==> config.mk <==
export PLATFORM = sky130hd
export DESIGN_NAME = regfile_sequencer
export DESIGN_NICKNAME = d
export VERILOG_FILES = /design/src/rtl/regfile_sequencer.sv
export SDC_FILE = /design/constraint.sdc
export NUM_CORES = 1
export LEC_CHECK = 0
export BUFFER_PORTS_ARGS = -buffer_cell sky130_fd_sc_hd__buf_2
export CORE_UTILIZATION = 59
export CTS_BUF_LIST = sky130_fd_sc_hd__clkbuf_4 sky130_fd_sc_hd__clkbuf_8
export CTS_CLUSTER_DIAMETER = 40
export DETAILED_ROUTE_END_ITERATION = 6
export PLACE_DENSITY = 0.86
export SLEW_MARGIN = 20
export SYNTH_ARGS = -nofsm -noshare
export SYNTH_HDL_FRONTEND = slang
export SYNTH_SLANG_ARGS = --single-unit
==> constraint.sdc <==
create_clock -name CLK -period 3.88 [get_ports CLK]
set_input_delay 0.97 -clock CLK [delete_from_list [all_inputs] [get_ports CLK]]
set_output_delay 0.97 -clock CLK [all_outputs]
set_load 0.02 [all_outputs]
==> src/rtl/regfile_sequencer.sv <==
// regfile_sequencer
//   Command-level controller for a 16-entry register file (r15 is the PC).
//   Takes one register operation at a time over a valid/ready handshake and
//   drives the register file's address, load-data and REGX control lines
//   cycle by cycle. MOV, XCHG and RD are multi-cycle and use the holding
//   registers T0/T1.
//
//   Ports
//     CLK, RESET            clock (rising edge), asynchronous active-high reset
//     CMD_VALID/CMD_READY   command handshake
//     CMD_OP                000 NOP, 001 LD, 010 INC, 011 DEC, 100 MOV,
//                           101 XCHG, 110 RD, 111 reserved
//     CMD_RA, CMD_RB        first/destination and second/source register
//     CMD_DATA              immediate for LD
//     RF_DOUT_B             register file B-port read data (comb. from RF_ADDR_B)
//     RF_DIN, RF_ADDR_A,
//     RF_ADDR_B, RF_REGX    register file controls (REGX idle=001, load=000,
//                           inc=111, dec=011)
//     RESULT                RD result, valid with DONE for an RD
//     DONE, ERR             end-of-command pulse, rejection pulse
//
//   Build option
//     PC_GUARD_EN  when defined, LD/MOV/XCHG writing r15 and INC/DEC of r15
//                  are rejected (ERR with DONE one cycle after acceptance).
module regfile_sequencer #(
  parameter int DW = 16,
  parameter int AW = 4
) (
  input  logic          CLK,
  input  logic          RESET,
  input  logic          CMD_VALID,
  output logic          CMD_READY,
  input  logic [2:0]    CMD_OP,
  input  logic [AW-1:0] CMD_RA,
  input  logic [AW-1:0] CMD_RB,
  input  logic [DW-1:0] CMD_DATA,
  input  logic [DW-1:0] RF_DOUT_B,
  output logic [DW-1:0] RF_DIN,
  output logic [AW-1:0] RF_ADDR_A,
  output logic [AW-1:0] RF_ADDR_B,
  output logic [2:0]    RF_REGX,
  output logic [DW-1:0] RESULT,
  output logic          DONE,
  output logic          ERR
);

  localparam logic [2:0] OP_NOP  = 3'b000;
  localparam logic [2:0] OP_LD   = 3'b001;
  localparam logic [2:0] OP_INC  = 3'b010;
  localparam logic [2:0] OP_DEC  = 3'b011;
  localparam logic [2:0] OP_MOV  = 3'b100;
  localparam logic [2:0] OP_XCHG = 3'b101;
  localparam logic [2:0] OP_RD   = 3'b110;
  localparam logic [2:0] OP_RSV  = 3'b111;

  localparam logic [2:0] REGX_IDLE = 3'b001;
  localparam logic [2:0] REGX_LOAD = 3'b000;
  localparam logic [2:0] REGX_INC  = 3'b111;
  localparam logic [2:0] REGX_DEC  = 3'b011;

  typedef enum logic [2:0] {
    IDLE   = 3'd0,
    EXEC   = 3'd1,
    RD_CAP = 3'd2,
    MOV_WR = 3'd3,
    XCH_RB = 3'd4,
    XCH_WA = 3'd5,
    XCH_WB = 3'd6
  } state_t;

  state_t        state_q, state_d;
  logic [2:0]    op_q, op_d;
  logic [AW-1:0] ra_q, ra_d;
  logic [AW-1:0] rb_q, rb_d;
  logic [DW-1:0] t0_q, t0_d;
  logic [DW-1:0] t1_q, t1_d;
  logic          ready_q, ready_d;
  logic [DW-1:0] din_q, din_d;
  logic [AW-1:0] addr_a_q, addr_a_d;
  logic [AW-1:0] addr_b_q, addr_b_d;
  logic [2:0]    regx_q, regx_d;
  logic [DW-1:0] result_q, result_d;
  logic          done_q, done_d;
  logic          err_q, err_d;

  logic          reject_s;
  logic [2:0]    eff_op_s;

`ifdef PC_GUARD_EN
  localparam logic [AW-1:0] PC_IDX = {AW{1'b1}};

  // True when the command would modify the PC register.
  function automatic logic pc_write_f(input logic [2:0] op,
                                      input logic [AW-1:0] ra,
                                      input logic [AW-1:0] rb);
    logic hit;
    case (op)
      OP_LD, OP_MOV:   hit = (ra == PC_IDX);
      OP_XCHG:         hit = (ra == PC_IDX) || (rb == PC_IDX);
      OP_INC, OP_DEC:  hit = (rb == PC_IDX);
      default:         hit = 1'b0;
    endcase
    return hit;
  endfunction

  assign reject_s = pc_write_f(CMD_OP, CMD_RA, CMD_RB);
`else
  assign reject_s = 1'b0;
`endif

  // A rejected command is executed as the reserved op: no RF activity, ERR.
  assign eff_op_s = reject_s ? OP_RSV : CMD_OP;

  // Next-state and next-output logic; outputs are computed one cycle ahead.
  always_comb begin
    state_d  = state_q;
    op_d     = op_q;
    ra_d     = ra_q;
    rb_d     = rb_q;
    t0_d     = t0_q;
    t1_d     = t1_q;
    ready_d  = 1'b0;
    din_d    = '0;
    addr_a_d = '0;
    addr_b_d = '0;
    regx_d   = REGX_IDLE;
    result_d = result_q;
    done_d   = 1'b0;
    err_d    = 1'b0;

    case (state_q)
      IDLE: begin
        if (CMD_VALID) begin
          op_d    = eff_op_s;
          ra_d    = CMD_RA;
          rb_d    = CMD_RB;
          state_d = EXEC;
          case (eff_op_s)
            OP_NOP: done_d = 1'b1;
            OP_LD: begin
              addr_a_d = CMD_RA;
              din_d    = CMD_DATA;
              regx_d   = REGX_LOAD;
              done_d   = 1'b1;
            end
            OP_INC: begin
              addr_b_d = CMD_RB;
              regx_d   = REGX_INC;
              done_d   = 1'b1;
            end
            OP_DEC: begin
              addr_b_d = CMD_RB;
              regx_d   = REGX_DEC;
              done_d   = 1'b1;
            end
            OP_MOV, OP_RD: addr_b_d = CMD_RB;
            OP_XCHG:       addr_b_d = CMD_RA;
            default: begin
              done_d = 1'b1;
              err_d  = 1'b1;
            end
          endcase
        end else begin
          ready_d = 1'b1;
        end
      end

      EXEC: begin
        case (op_q)
          OP_RD: begin
            result_d = RF_DOUT_B;
            done_d   = 1'b1;
            state_d  = RD_CAP;
          end
          OP_MOV: begin
            // RF_DIN in MOV_WR equals T0, which is being captured now.
            t0_d     = RF_DOUT_B;
            addr_a_d = ra_q;
            din_d    = RF_DOUT_B;
            regx_d   = REGX_LOAD;
            done_d   = 1'b1;
            state_d  = MOV_WR;
          end
          OP_XCHG: begin
            t0_d     = RF_DOUT_B;
            addr_b_d = rb_q;
            state_d  = XCH_RB;
          end
          default: begin
            // Single-cycle commands finished in this cycle.
            ready_d = 1'b1;
            state_d = IDLE;
          end
        endcase
      end

      XCH_RB: begin
        t1_d     = RF_DOUT_B;
        addr_a_d = ra_q;
        din_d    = RF_DOUT_B;
        regx_d   = REGX_LOAD;
        state_d  = XCH_WA;
      end

      XCH_WA: begin
        addr_a_d = rb_q;
        din_d    = t0_q;
        regx_d   = REGX_LOAD;
        done_d   = 1'b1;
        state_d  = XCH_WB;
      end

      RD_CAP, MOV_WR, XCH_WB: begin
        ready_d = 1'b1;
        state_d = IDLE;
      end

      default: begin
        ready_d = 1'b1;
        state_d = IDLE;
      end
    endcase
  end

  // State, holding registers and registered outputs.
  always_ff @(posedge CLK or posedge RESET) begin
    if (RESET) begin
      state_q  <= IDLE;
      op_q     <= OP_NOP;
      ra_q     <= '0;
      rb_q     <= '0;
      t0_q     <= '0;
      t1_q     <= '0;
      ready_q  <= 1'b1;
      din_q    <= '0;
      addr_a_q <= '0;
      addr_b_q <= '0;
      regx_q   <= REGX_IDLE;
      result_q <= '0;
      done_q   <= 1'b0;
      err_q    <= 1'b0;
    end else begin
      state_q  <= state_d;
      op_q     <= op_d;
      ra_q     <= ra_d;
      rb_q     <= rb_d;
      t0_q     <= t0_d;
      t1_q     <= t1_d;
      ready_q  <= ready_d;
      din_q    <= din_d;
      addr_a_q <= addr_a_d;
      addr_b_q <= addr_b_d;
      regx_q   <= regx_d;
      result_q <= result_d;
      done_q   <= done_d;
      err_q    <= err_d;
    end
  end

  assign CMD_READY = ready_q;
  assign RF_DIN    = din_q;
  assign RF_ADDR_A = addr_a_q;
  assign RF_ADDR_B = addr_b_q;
  assign RF_REGX   = regx_q;
  assign RESULT    = result_q;
  assign DONE      = done_q;
  assign ERR       = err_q;

endmodule

# --- Yosys cells after proc, flatten, opt, wreduce, memory -nomap -nowiden ---
# Index checks and enable logic that the tools add are counted.
classes:
  reduce_logical: 12
  muxes: 29
  eq_ne: 13
op_table:
  columns: ["operator", "n"]
  rows:
  - ["case mux 16 bit (4 select lines)", 1]
  - ["two-way mux 16 bit", 3]
  - ["case mux 3 bit (3 select lines)", 3]
  - ["== test 3 bit (second input constant)", 8]
  - ["two-way mux 4 bit", 5]
  - ["case mux 4 bit (2 select lines)", 2]
  - ["case mux 4 bit (4 select lines)", 1]
  - ["case mux 3 bit (4 select lines)", 1]
  - ["two-way mux 1 bit", 9]
  - ["OR reduction 7 bit", 1]
  - ["== test 3 x 1 -> 1 bit (second input constant)", 2]
  - ["== test 3 x 2 -> 1 bit (second input constant)", 2]
  - ["zero test 3 bit", 2]
  - ["two-way mux 3 bit", 2]
  - ["case mux 1 bit (3 select lines)", 2]
  - ["AND reduction 2 bit", 3]
  - ["OR reduction 2 bit", 3]
  - ["OR reduction 3 bit", 2]
  - ["OR reduction 4 bit", 1]
  - ["!= test 2 bit (second input constant)", 1]
word_totals:
  out_inout_bits: 46
  elab_cells: 67
  inputBits: 46
  ff_bits: 76

# --- Longest topological paths before layout ---
logic_depth:
  ltp_word: 5
  ltp_mapped: 5
  depth_no_buf: 3

# --- Worst setup path before layout ---
# No wires, ideal clock.
synth_path:
  path_kind: "input to register"
  start: "input CMD_VALID"
  end: "register addr_a_q[0] (netlist: RF_ADDR_A[0])"
  setup_time_ns: 0.066
  t_arrival_ns: 2.010
  path_slack_ns: 1.803
  stages: 5
  cell_sequence: "or4b_1 -> buf_2 -> nor3_4 -> buf_6 -> a221o_1"
synth_via:
  elab_chain_len: 2
synth_lines:
  columns: ["item", "line_no", "text"]
  rows:
  - ["start: declaration", "31", "input logic CMD_VALID,"]
  - ["two-way mux 4 bit", "133", "if (CMD_VALID) begin"]
  - ["case mux 4 bit (4 select lines)", "131", "case (state_q)"]
  - ["net addr_a_d[0]", "79", "logic [AW-1:0] addr_a_q, addr_a_d;"]
  - ["end signal: assignment", "251", "addr_a_q <= addr_a_d;"]
  - ["end: declaration", "79", null]
# The timed path passes the listed nets, and every way through them passes these cells.
# A chain may end at the register's enable or synchronous reset.

# --- Final worst setup path ---
layout_path:
  start: "register state_q[2]"
  end: "register result_q[0] (netlist: RESULT[0])"
layout_via:
  elab_chain_len: 2
layout_lines:
  columns: ["item", "line_no", "text"]
  rows:
  - ["start: declaration", "71", "state_t state_q, state_d;"]
  - ["start signal: assignment", "243", "state_q <= state_d;"]
  - ["== test 3 x 1 -> 1 bit", "131", null]
  - ["AND reduction 2 bit (no line)", null, null]
  - ["end signal: assignment", "254", "result_q <= result_d;"]
  - ["end: declaration", "82", "logic [DW-1:0] result_q, result_d;"]
# No other way between the ends.

==> results.md <==
Synth:
- In this run, synthesis inferred 0 flip-flops with an integrated enable.
- The number of nets in the synthesized netlist is 356.
- The portion of the post-synthesis area used by sequential elements is 55.12%.
- Summed over all instances, the cell type with the most area after synthesis is sky130_fd_sc_hd__dfrtp_1.
- The Yosys step of the flow raised 0 warnings.
- The average size of a mapped cell is 11.14 µm².
- The cell area that synthesis handed to floorplanning was 3455 µm².
- The netlist uses 35 different library cells.
- The number of flip-flops and latches in the synthesized netlist is 76.
- By area the synthesized netlist is led by sky130_fd_sc_hd__dfrtp_1, sky130_fd_sc_hd__mux2_2, sky130_fd_sc_hd__a221o_1.
- The most used flip-flop cell after synthesis is sky130_fd_sc_hd__dfrtp_1.
- The async set or reset register ratio after synthesis is 100.0%.
- The post-synthesis instance total is 310.
- The fraction of post-synthesis cell area in the top cell type by area is 53.60%.

Worst setup path:
- Walking the worst path, the cells encountered are nor3b_1 -> and3_1 -> mux2_2.
- The kind of capture point of the worst setup path is a flop.
- The worst-path maximum fanout is 57.
- For the worst setup path, the data arrival time is 3.04 ns.
- The type of origin of the critical path is a flop.
- Among all stages on the critical path, the largest delay is contributed by sky130_fd_sc_hd__and3_1.
- STA puts the critical path data required time at 4.11 ns.
- The critical path in this run is classified as reg2reg.
- Across all register-to-register paths, the minimum setup slack is 1.07 ns.
- The worst-case reg-to-reg path depth is 3.
- In this design, the stage delay of the slowest critical-path cell is 0.83 ns.

Detailed routing:
- The via count is 2819.
- In the routed design, unresolved DRC markers number 0.
- The detail route stage leaves a number of antenna-violating nets equal to 0.
- The total wire length after detailed routing is 8.183 mm.
- The number of search-and-repair iterations in the first detailed-routing pass is 4.
- After detailed routing, the number of vias per cell comes to 6.036.
- After detailed routing, the average wire length per cell comes to 17.52 µm.
- In this run, the number of DRC markers left after iteration 0 of detailed routing was 221.

Clock network:
- The H-tree was split into 3 levels.
- The master cell of the clock root buffer is sky130_fd_sc_hd__clkbuf_8.
- Counting the buffers created by CTS gives 9.
- The clock passes through at most 2 buffers.
- After clock tree synthesis, the setup repair step added 0 buffers.
- The post-CTS clock slew at the launch and capture registers of the worst setup and hold paths is 0.08 ns.
- Once the clock tree was built, the resizer swapped 0 gates to a different size.
- The clock reaches the later pin of the worst-skew pair after 0.34 ns.
- TritonCTS built the clock tree.
- For this design, the sink count on the clock tree is 76.
- The number of hold-repair buffers added at the cts stage is 0.

Placement:
- Detailed placement finished with a half-perimeter wire length of 5.294 mm.
- The number of instances in the placed design is 452.
- The congestion estimate from routability-driven global placement came to 0.8068.
- The count of buffers added on input and output ports is 91.

Power and ir drop:
- The share of total power dissipated in combinational logic is 37.7%.
- The maximum vdd ir drop is 0.0004701 V.
- The total net switching power is 1306 µW.
- The relative contribution of sequential cells to total power is 41.4%.
- Summed over all cells, the static leakage comes to 0.002064 µW.
- The clock network fraction of total power is 20.9%.
- Power spread over the standard cell area amounts to 826.0 nW/µm².
- In this run switching power makes up 38.15% of total power.
- The internal power of the cells totals 2118 µW.

Layout:
- From synthesis to final layout, the design area changed by 19.99%.
- The repair_antennas step left the layout with diodes totalling 0.
- After the last flow step, the layout net total stands at 437.
- The final core utilization is 74.37%.
- The filler-free cell count of the finished design is 467.
- The post-route netlist has 38.23% of its cells at a drive strength greater than 1.
- The total of fill cells in the finished design is 403.

Job:
- Across the run, the number of max-cap violations was 0.

STA:
- The max-slew violation total from the final report is 0.
- The worst path in the final design needs a cycle of 2.812 ns, including I/O delays and setup.
- Between clock sinks in the finished design, the worst skew comes to 0.006053 ns.
- The worst slew slack as a fraction of its limit is 38.07%.
- Based on the critical path, the design can be clocked at up to 0.3556 GHz.
- The final cycle utilization of the critical path is 72.48%.
- Setup violations remaining at the end of the flow were counted as 0.
- The number of endpoints with negative hold slack in the final report was 0.
- Adding up every negative setup slack in the final design gives 0 ns.
- Setup repair after global routing left no endpoint under its margin.
- At the pin with the least slew margin, the transition time is 0.9289 ns.

Global route:
- The number of global-route vias before repair is 2786.
- The total congestion overflow after global routing is 0.
- Entering global routing, the biggest net connects 58 pins.
- The first global-routing pass estimated 13.44 mm of wire.
- Global routing consumed, over all layers together, 28.97% of the routing resources.
- The initial antenna violation count is 0.

Floorplan:
- Pin placement for this block handled 92 I/O pins.
- The starting utilization of the core area is 61.98%.
- From left edge to right edge, the die measures 78.52 µm.
- The floorplan step set the die height to 78.52 µm.
- After floorplanning, the core was sized to cover 5574 µm².
- The die covers 6165 µm².
- In this run the core area contains 27 standard-cell rows.

Min path:
- The class of the most critical hold timing path is reg2reg.
- The worst hold path passes through 2 cells.

Run status:
- The flow ran to the end, and the final reports show no timing, DRC or antenna violations.
==> cell usage after synthesis, drive strengths merged, types with 2 or more instances <==
cell	number
nand4b	2
inv	14
nor3b	9
a221o	24
nor2	7
a21oi	3
o31ai	2
and4	4
nor2b	3
o32ai	11
o21ai	3
mux2	32
nand2b	6
o22ai	8
buf	8
nor3	13
nand2	59
dfrtp	74
clkbuf	17
dfstp	2
==> worst max-delay path: cells and delay by family, from the launching register on <==
| family | cells | cell delay (ns) |
|---|---|---|
| simple gates | 2 | 1.52 |
| flops | 1 | 0.74 |
| mux | 1 | 0.44 |
==> layout by cell type, fill, tap and decap left out, types with 8 or more instances in the layout <==
cell type                  netlist  final
sky130_fd_sc_hd__a221o_1        24     24
sky130_fd_sc_hd__buf_2           3     91
sky130_fd_sc_hd__clkbuf_8        0     10
sky130_fd_sc_hd__dfrtp_1        74     73
sky130_fd_sc_hd__inv_1          14     13
sky130_fd_sc_hd__mux2_2         32     32
sky130_fd_sc_hd__nand2_1        58     58
sky130_fd_sc_hd__nor3_1         11     11
sky130_fd_sc_hd__nor3b_1         9      9
sky130_fd_sc_hd__o22ai_1         8      8
sky130_fd_sc_hd__o32ai_1        11     11
==> routing by layer <==
metal  vias up  part of all wire (%)  global-route usage (%)  wire length (µm)
li1       1280                     -                       -                 -
met1      1400                    41                   36.62              3345
met2       119                    51                   48.17              4169
met3        20                   5.6                   4.186               457
met4         0                   2.6                   15.37               211
met5         -                     0                       0                 0
==> final cells by class <==
class | count | area (µm²) | share of cell area, %
Clock buffer | 10 | 137.6 | 3.320
Clock inverter | 5 | 100.1 | 2.415
Inverter | 14 | 52.55 | 1.268
Multi-Input combinational cell | 195 | 1374 | 33.14
Sequential cell | 76 | 1906 | 45.97
Tap cell | 72 | 90.09 | 2.173
Timing Repair Buffer | 95 | 485.5 | 11.71
==> registers in the layout (all words and copies together), names as in the netlist, 3 cells and up <==
| signal | count |
|---|---|
| RF_ADDR_A | 4 |
| RF_REGX | 3 |
| ra_q | 4 |
| t0_q | 16 |
| op_q | 3 |
| RF_ADDR_B | 4 |
| RF_DIN | 16 |
| state_q | 3 |
| rb_q | 4 |
| RESULT | 16 |
==> per-stage QoR <==
stage	power, µW	worst slack (ns)	instance area [µm²]	hold slack (ns)
2_1_floorplan	2293	0.9750	3455	0.4467
3_3_place_gp	2612	1.025	3908	0.4743
3_5_place_dp	2685	0.9567	3908	0.4739
4_1_cts	3414	1.113	4145	0.4916
5_1_grt	3605	0.9162	4145	0.5010
6_report	3424	1.068	4145	0.4882
==> logic make-up (layout without fill, tap and decap cells) <==
logic type | Yosys count | count (layout) | synth area share (%)
AOI/OAI and AO/OA | 54 | 54 | 13.18
buffers and inverters | 39 | 124 | 5.107
DFF | 76 | 76 | 55.13
muxes | 32 | 32 | 10.43
and+or+nand+nor | 109 | 109 | 16.15
==> final timing paths <==
kind / start / endpoint
setup / recovery: state_q[2] / RESULT[0]
hold / removal: ra_q[3] / ra_q[3]
setup reg to reg: state_q[2] / RESULT[0]
hold reg to reg: ra_q[3] / ra_q[3]
max in group asynchronous: RESET / CMD_READY
min in group asynchronous: RESET / t0_q[15]
==> power groups by stage <==
stage          registers [µW]  logic [µW]  clock network [µW]
2_1_floorplan            1540         751                   0
3_3_place_gp             1390        1230                   0
3_5_place_dp             1410        1280                   0
4_1_cts                  1400        1290                 718
5_1_grt                  1450        1400                 756
6_report                 1420        1290                 716
Power figures use the tool's default switching activity.
